<file path="src/rtl/fifo_grace_sink.sv">
// fifo_grace_sink: first-word-fall-through FIFO that terminates a relay chain,
// deasserting if_full_n early enough to absorb GRACE_PERIOD in-flight writes.
module fifo_grace_sink #(
    parameter int DATA_WIDTH   = 32,
    parameter int ADDR_WIDTH   = 5,
    parameter int GRACE_PERIOD = 2
) (
    input  logic                  clk,
    input  logic                  reset,
    output logic                  if_full_n,
    input  logic                  if_write_ce,
    input  logic                  if_write,
    input  logic [DATA_WIDTH-1:0] if_din,
    output logic                  if_empty_n,
    input  logic                  if_read_ce,
    input  logic                  if_read,
    output logic [DATA_WIDTH-1:0] if_dout
);
    localparam int DEPTH = 2 ** ADDR_WIDTH;
    localparam logic [ADDR_WIDTH:0]   CNT_DEPTH = DEPTH;
    localparam logic [ADDR_WIDTH:0]   CNT_THRESH = DEPTH - GRACE_PERIOD;
    localparam logic [ADDR_WIDTH:0]   CNT_ONE = 1;
    localparam logic [ADDR_WIDTH-1:0] PTR_ONE = 1;

    logic [DATA_WIDTH-1:0] mem [DEPTH];
    logic [ADDR_WIDTH-1:0] wr_ptr_q, wr_ptr_d, rd_ptr_q, rd_ptr_d;
    logic [ADDR_WIDTH:0]   count_q, count_d;
    logic                  full_n_q, full_n_d, empty_n_q, empty_n_d;
    logic                  rd_acc, wr_acc;

    always_comb begin
        rd_acc    = if_read & if_read_ce & (count_q != '0);
        // a full FIFO still takes a write when a read frees the head slot this cycle
        wr_acc    = if_write & if_write_ce & ((count_q != CNT_DEPTH) | rd_acc);
        wr_ptr_d  = wr_acc ? wr_ptr_q + PTR_ONE : wr_ptr_q;
        rd_ptr_d  = rd_acc ? rd_ptr_q + PTR_ONE : rd_ptr_q;
        count_d   = count_q + (wr_acc ? CNT_ONE : '0) - (rd_acc ? CNT_ONE : '0);
        full_n_d  = count_d < CNT_THRESH;
        empty_n_d = count_d != '0;
    end

    always_ff @(posedge clk) begin
        if (reset) begin
            wr_ptr_q  <= '0;
            rd_ptr_q  <= '0;
            count_q   <= '0;
            full_n_q  <= 1'b1;
            empty_n_q <= 1'b0;
        end else begin
            wr_ptr_q  <= wr_ptr_d;
            rd_ptr_q  <= rd_ptr_d;
            count_q   <= count_d;
            full_n_q  <= full_n_d;
            empty_n_q <= empty_n_d;
        end
    end

    always_ff @(posedge clk) begin
        if (wr_acc && !reset) mem[wr_ptr_q] <= if_din;
    end

    assign if_full_n  = full_n_q;
    assign if_empty_n = empty_n_q;
    assign if_dout    = mem[rd_ptr_q];
endmodule
</file>
<file path="config.mk">
export PLATFORM = sky130hd
export DESIGN_NAME = fifo_grace_sink
export DESIGN_NICKNAME = d
export VERILOG_FILES = /design/src/rtl/fifo_grace_sink.sv
export SDC_FILE = /design/constraint.sdc
export NUM_CORES = 1
export LEC_CHECK = 0
export CAP_MARGIN = 30
export CORE_ASPECT_RATIO = 1.4
export CORE_MARGIN = 1.5
export CORE_UTILIZATION = 45
export CTS_BUF_LIST = sky130_fd_sc_hd__clkbuf_8
export CTS_CLUSTER_DIAMETER = 40
export DETAILED_ROUTE_END_ITERATION = 16
export PLACE_DENSITY = 0.67
export REMOVE_ABC_BUFFERS = 1
export SYNTH_ARGS = -nofsm -noshare
export SYNTH_HDL_FRONTEND = slang
export SYNTH_SLANG_ARGS = --single-unit
</file>
<file path="constraint.sdc">
create_clock -name clk -period 4.9 [get_ports clk]
set_clock_uncertainty 0.1 [all_clocks]
set_input_delay 1.225 -clock clk [delete_from_list [all_inputs] [get_ports clk]]
set_output_delay 1.225 -clock clk [all_outputs]
set_load 0.05 [all_outputs]
</file>
==> Yosys cells after proc, flatten, opt, wreduce, memory -nomap -nowiden <==
Memory sizes are Yosys's and may differ from the RTL's. A register that Yosys moved wholly into a read port is not among the register bits.
Index checks and enable logic that the tools add are counted.
W data, S select, Z words.
{ "totals": {"register_bits": 18, "mem_bits_rw": 1024, "in_bits": 38, "output_inout_bits": 34, "elab_cells": 27, "memories": 1} }
{ "mem_list": {"columns": ["memory", "words", "word_bits", "read_ports", "rd_clocked_by_memory_dff", "wr", "line_no", "rtl"], "rows": [
  ["mem", 32, 32, 1, 1, 1, "25", "logic [DATA_WIDTH-1:0] mem [DEPTH];"]
]} }
{ "classes": {"addsub": 4, "magnitude_cmp": 1, "n_eq_ne": 1, "n_mux": 6, "bitwise_logic": 5, "reduce_logical": 4} }
{ "ops": {"columns": ["cell", "n"], "rows": [
  ["$reduce_bool A6 Y1", 2],
  ["$add A5 B1 Y5 const B", 2],
  ["$mux W5", 2],
  ["$add A6 B1 Y6", 1],
  ["$lt A6 B5 Y1 const B", 1],
  ["$ne A6 B6 Y1 const B", 1],
  ["$sub A6 B1 Y6", 1],
  ["$and A1 B1 Y1", 4],
  ["$mux W1", 4],
  ["$logic_and A1 B1 Y1", 1],
  ["$logic_not A1 Y1", 1],
  ["$or A1 B1 Y1", 1]
]} }

==> Longest topological paths before layout <==
{ "logic_depth": {"depth_word": 8, "ltp_mapped": 14, "depth_no_buf": 14} }

==> Least setup slack after synthesis <==
OpenSTA, ideal clock, no wires.
{ "synth_path": {"path_type": "input to register", "start": "input if_write", "end": "memory mem[29][0], enable pin", "arrival_time_ns": 3.482, "t_required_ns": 4.379, "slack_ns": 0.897, "path_stages": 6, "n_path_buf": 1, "cell_sequence": "nand2_1 a211oi_2 or2_2 buf_2 nand3_2 nor2_1"} }
{ "synth_via": {"elab_chain_cells": 5} }
{ "synth_rtl": {"columns": ["element", "line_no", "rtl"], "rows": [
  ["start: declaration", "12", "input logic if_write,"],
  ["$and A1 B1 Y1 (2 in a row)", "34", "wr_acc = if_write & if_write_ce & ((count_q != CNT_DEPTH) | rd_acc);"],
  ["$logic_and A1 B1 Y1", "59", "if (wr_acc && !reset) mem[wr_ptr_q] <= if_din;"],
  ["$mux W1", "59", null],
  ["$mux W1 (implied by the code)", "59", null],
  ["end: declaration", "25", null]
]} }
Every way passes these cells.

==> impl_metrics.csv <==
group,metric,value,unit
synthesis,synth.most_common_cell,"edfxtp_1",
pwr,ir_drop,327,uV
global_routing,use_met3,4.06,%
synthesis,synth_seq_area_share,76.9,%
timing,setup_violations,0,
critical_path,reg2reg_depth,8,
layout,drive_above_1_share,21.8,%
synthesis,synth_edf_count,1024,
synthesis,synth_cells,2108,
clock_network,clk_pin_slew,60,ps
timing,hold_viol_final,0,
timing,worst_slew_pin_slew,1070,ps
pwr,p_leak,14.3,nW
layout,area.growth.synth_to_final,14.9,%
synthesis,yosysWarnings,0,
critical_path,rr_startpoint,"count_q[3]$_SDFF_PP0_",
critical_path,timing.critical_path.buf_inv,2,
global_routing,grt_pass1_wl,141000,um
critical_path,slowest_delay,850,ps
synthesis,synthAdderAreaFrac,0.450,%
pwr,p_sw_share,23.7,%
clock_network,h-tree-depth,4,
detailed_routing,drt-initial-drc-count,2186,
global_routing,grt_max_degree,169,
synthesis,synth_seq_cells,1047,
layout,final_nets,2376,
global_routing,grt_overflow_total,0,
clock_network,cts_tree,"yes",
critical_path,crit_type,"reg2out",
timing,setup_tns,0,ps
timing,fmaxAchievable,212,MHz
detailed_routing,viasPerCell,5.77,
worst_hold_path,hp-class,"reg2reg",
critical_path,worstPathArrival,3390,ps
timing,setup_slack,186,ps
synthesis,yosys.area_share.simple,4.38,%
timing,slew_headroom,28.5,%
pwr,p_per_area,386,nW/um^2
global_routing,grt_pass1_vias,21900,
clock_network,clk_latency,810,ps
critical_path,crit_chain,"and3_2, buf_4, a21oi_1, nand4_1, clkdlybuf4s50_1",
clock_network,clockBufferDepth,3,
critical_path,crit_cells,5,
global_routing,grtUsageMet1,26.4,%
critical_path,critPathCapture,"if_dout[0]",
critical_path,path_delay_family,"buffers and inverters",
die,num_rows,130,
timing,slew_viol_final,0,
critical_path,cp_max_fo,11,
detailed_routing,remaining_drc_errors,0,
pwr,p_clk_share,36.5,%
pwr,power_frac_comb,8.3,%
global_routing,grt_use_met2,36.2,%
pwr,pwr-share-seq,55.2,%
synthesis,ys_types,45,
global_routing,track_usage,21.1,%
detailed_routing,wl_per_cell,26.4,um
detailed_routing,totalWireLength,96100,um
critical_path,startpoint_type,"flip-flop",
die,chipHeight,358,um
place,gp_congestion,0.769,
detailed_routing,antenna_left,0,
synthesis,netlist_area,40600,um^2
synthesis,async_flop_share,0,%
critical_path,cp.required,3580,ps
place,place_area,43300,um^2
synthesis,synth-xor-area-share,0.216,%
critical_path,cp_slowest_cell,"clkdlybuf4s50_1",
detailed_routing,firstDrtPassIters,5,
layout,regArea,31200,um^2
layout,fill_cells,7089,
place,dp_slack,582,ps
status,status,"finished, final reports clean",
pwr,p_int,13.7,mW
timing,holdWs,475,ps
die,core,89500,um^2
place,dp_hpwl,52000,um
die,die_x,257,um
die,ioPinCount,72,
clock_network,clock_sinks,1047,
synthesis,yosysTopAreaCell,"edfxtp_1",
global_routing,antenna_found_initial,3,
global_routing,grt-busiest-layer,"met2",
synthesis,synth_top_family_by_area,"multiplexers",
critical_path,r2r-end,"mem[21][21]$_DFFE_PP_",
detailed_routing,vias,21000,
synthesis,synth_compound_area_share,4.48,%
synthesis,ys.flop_type,"edfxtp_1",
critical_path,cp-end-kind,"primary output",
synthesis,synth_area_leaders,"edfxtp_1 76%, mux4_2 7.1%, mux2i_1 4.8%, nor2b_1 2.1%, a21oi_1 1.4%",
place,port_buffers,71,
clock_network,cts-root-buf,"clkbuf_8",
layout,multi_input_area,8980,um^2
job,max_cap_viol_count,0,
die,dieArea,92000,um^2
timing,fin_crit,4710,ps
timing,rsz0062_at_grt,"false",
synthesis,avgSynthCellArea,19.2,um^2
pwr,p_sw,4.27,mW
clock_network,numCtsBuffers,151,
timing,post-route-period-util,96.2,%
die,start_util,45.4,%
layout,final_core_util,52.1,%
synthesis,yosys-mux-area-fraction,11.9,%
layout,final_cell_area,46600,um^2
synthesis,yosys.area.top_type_share,75.8,%
critical_path,reg2reg_slack,1760,ps
synthesis,ys_top_cells_by_count,"1,024 x edfxtp_1, 193 x mux2i_1, 134 x nor2b_1",
## kinds of logic after synthesis
family | after synthesis
DFF | 1047
muxes | 321
and+or+nand+nor | 315
AOI/OAI and AO/OA | 274
buffers and inverters | 127
adders and majority gates | 14
xor gates and xnor gates | 10
## registers in the layout, summed over array words and instances, names as in the netlist, named ones only
name,count
count_q,6
wr_ptr_q,5
if_empty_n,1
rd_ptr_q,5
if_full_n,1
mem,1024
## area by class of cell
class | count | area share (%)
repair buffers | 178 | 4.40
inverters | 11 | 0.0886
clock inverters | 118 | 1.48
well taps | 1188 | 3.19
clock buffers | 157 | 4.63
multi-input cells | 935 | 19.3
flip-flops and latches | 1047 | 67.0
diodes | 1 | 0.00537
## repair_timing
item,4_1_cts,5_1_grt
hold buffers,0,0
hold endpoints to repair,0,0
pin swaps,0,1
setup buffers,9,0
endpoints found under the setup margin,13,4
cloned,1,0
gates resized for setup,13,4
## metrics by stage
step	cells	power, mW
6_report	3635	18.0
5_1_grt	3635	18.6
4_1_cts	3620	18.1
3_5_place_dp	3335	11.6
3_3_place_gp	3332	11.5
2_1_floorplan	1992	11.0
## power by group through the flow
stage	registers [mW]	logic, mW	clock network (mW)
after floorplan	10.2	0.846	0
after global placement	10.1	1.42	0
after detailed placement	10.1	1.46	0
after CTS	9.94	1.47	6.68
after global routing	9.94	1.58	7.06
final	9.93	1.49	6.56
## worst min path at each step
stage / start / end / slack [ps] / cells after the start
final: rd_ptr_q[3]$_SDFFE_PP0N_ / flip-flop / 470 / 2
after global routing: rd_ptr_q[3]$_SDFFE_PP0N_ / rd_ptr_q[3]$_SDFFE_PP0N_ / 510 / 2
after CTS: rd_ptr_q[3]$_SDFFE_PP0N_ / flip-flop / 470 / 2
after detailed placement: rd_ptr_q[3]$_SDFFE_PP0N_ / flip-flop / 450 / 2
after global placement: rd_ptr_q[4]$_SDFFE_PP0N_ / rd_ptr_q[4]$_SDFFE_PP0N_ / 420 / 2
after floorplan: rd_ptr_q[4]$_SDFFE_PP0N_ / flip-flop / 380 / 2
## worst reg2reg max path: cells and delay by family (launching register included)
family	cells	cell delay, ps
and+or+nand+nor	4	1080
buffers and inverters	2	610
AOI/OAI and AO/OA	1	410
DFF	1	350
adders and majority gates	1	180
## placed cells by master (no fill, tap or decap), types with 3 or more instances in the layout
master	netlist	final
nand2_1	6	6
xor2_1	6	6
xnor2_1	4	4
inv_6	0	3
ha_1	13	13
nand3_2	3	3
dlygate4sd2_1	0	6
clkdlybuf4s50_1	0	41
nand3_1	66	66
clkinv_1	0	26
bufinv_16	0	6
dfxtp_1	23	20
clkinvlp_4	0	12
buf_4	16	82
buf_8	3	7
nand3b_1	4	4
clkinv_2	0	19
mux4_2	128	128
a21oi_1	110	109
a21oi_2	24	25
buf_6	7	4
buf_16	0	6
nand4_1	36	36
clkbuf_16	0	6
a21o_1	3	3
a22oi_1	64	64
edfxtp_1	1024	1024
clkbuf_8	0	157
o21ai_0	3	3
nor2_1	51	17
nor2_4	1	35
a211oi_1	64	64
mux2i_1	193	193
nor2b_1	134	132
inv_1	11	62
buf_12	1	24
## layer usage
layer,part of all wire [%],up-vias
li1,-,8982
met1,39,11000
met2,51,800
met3,6.8,177
met4,3.2,2
met5,0.014,-
Note: power is estimated with default switching activity, not from simulation.
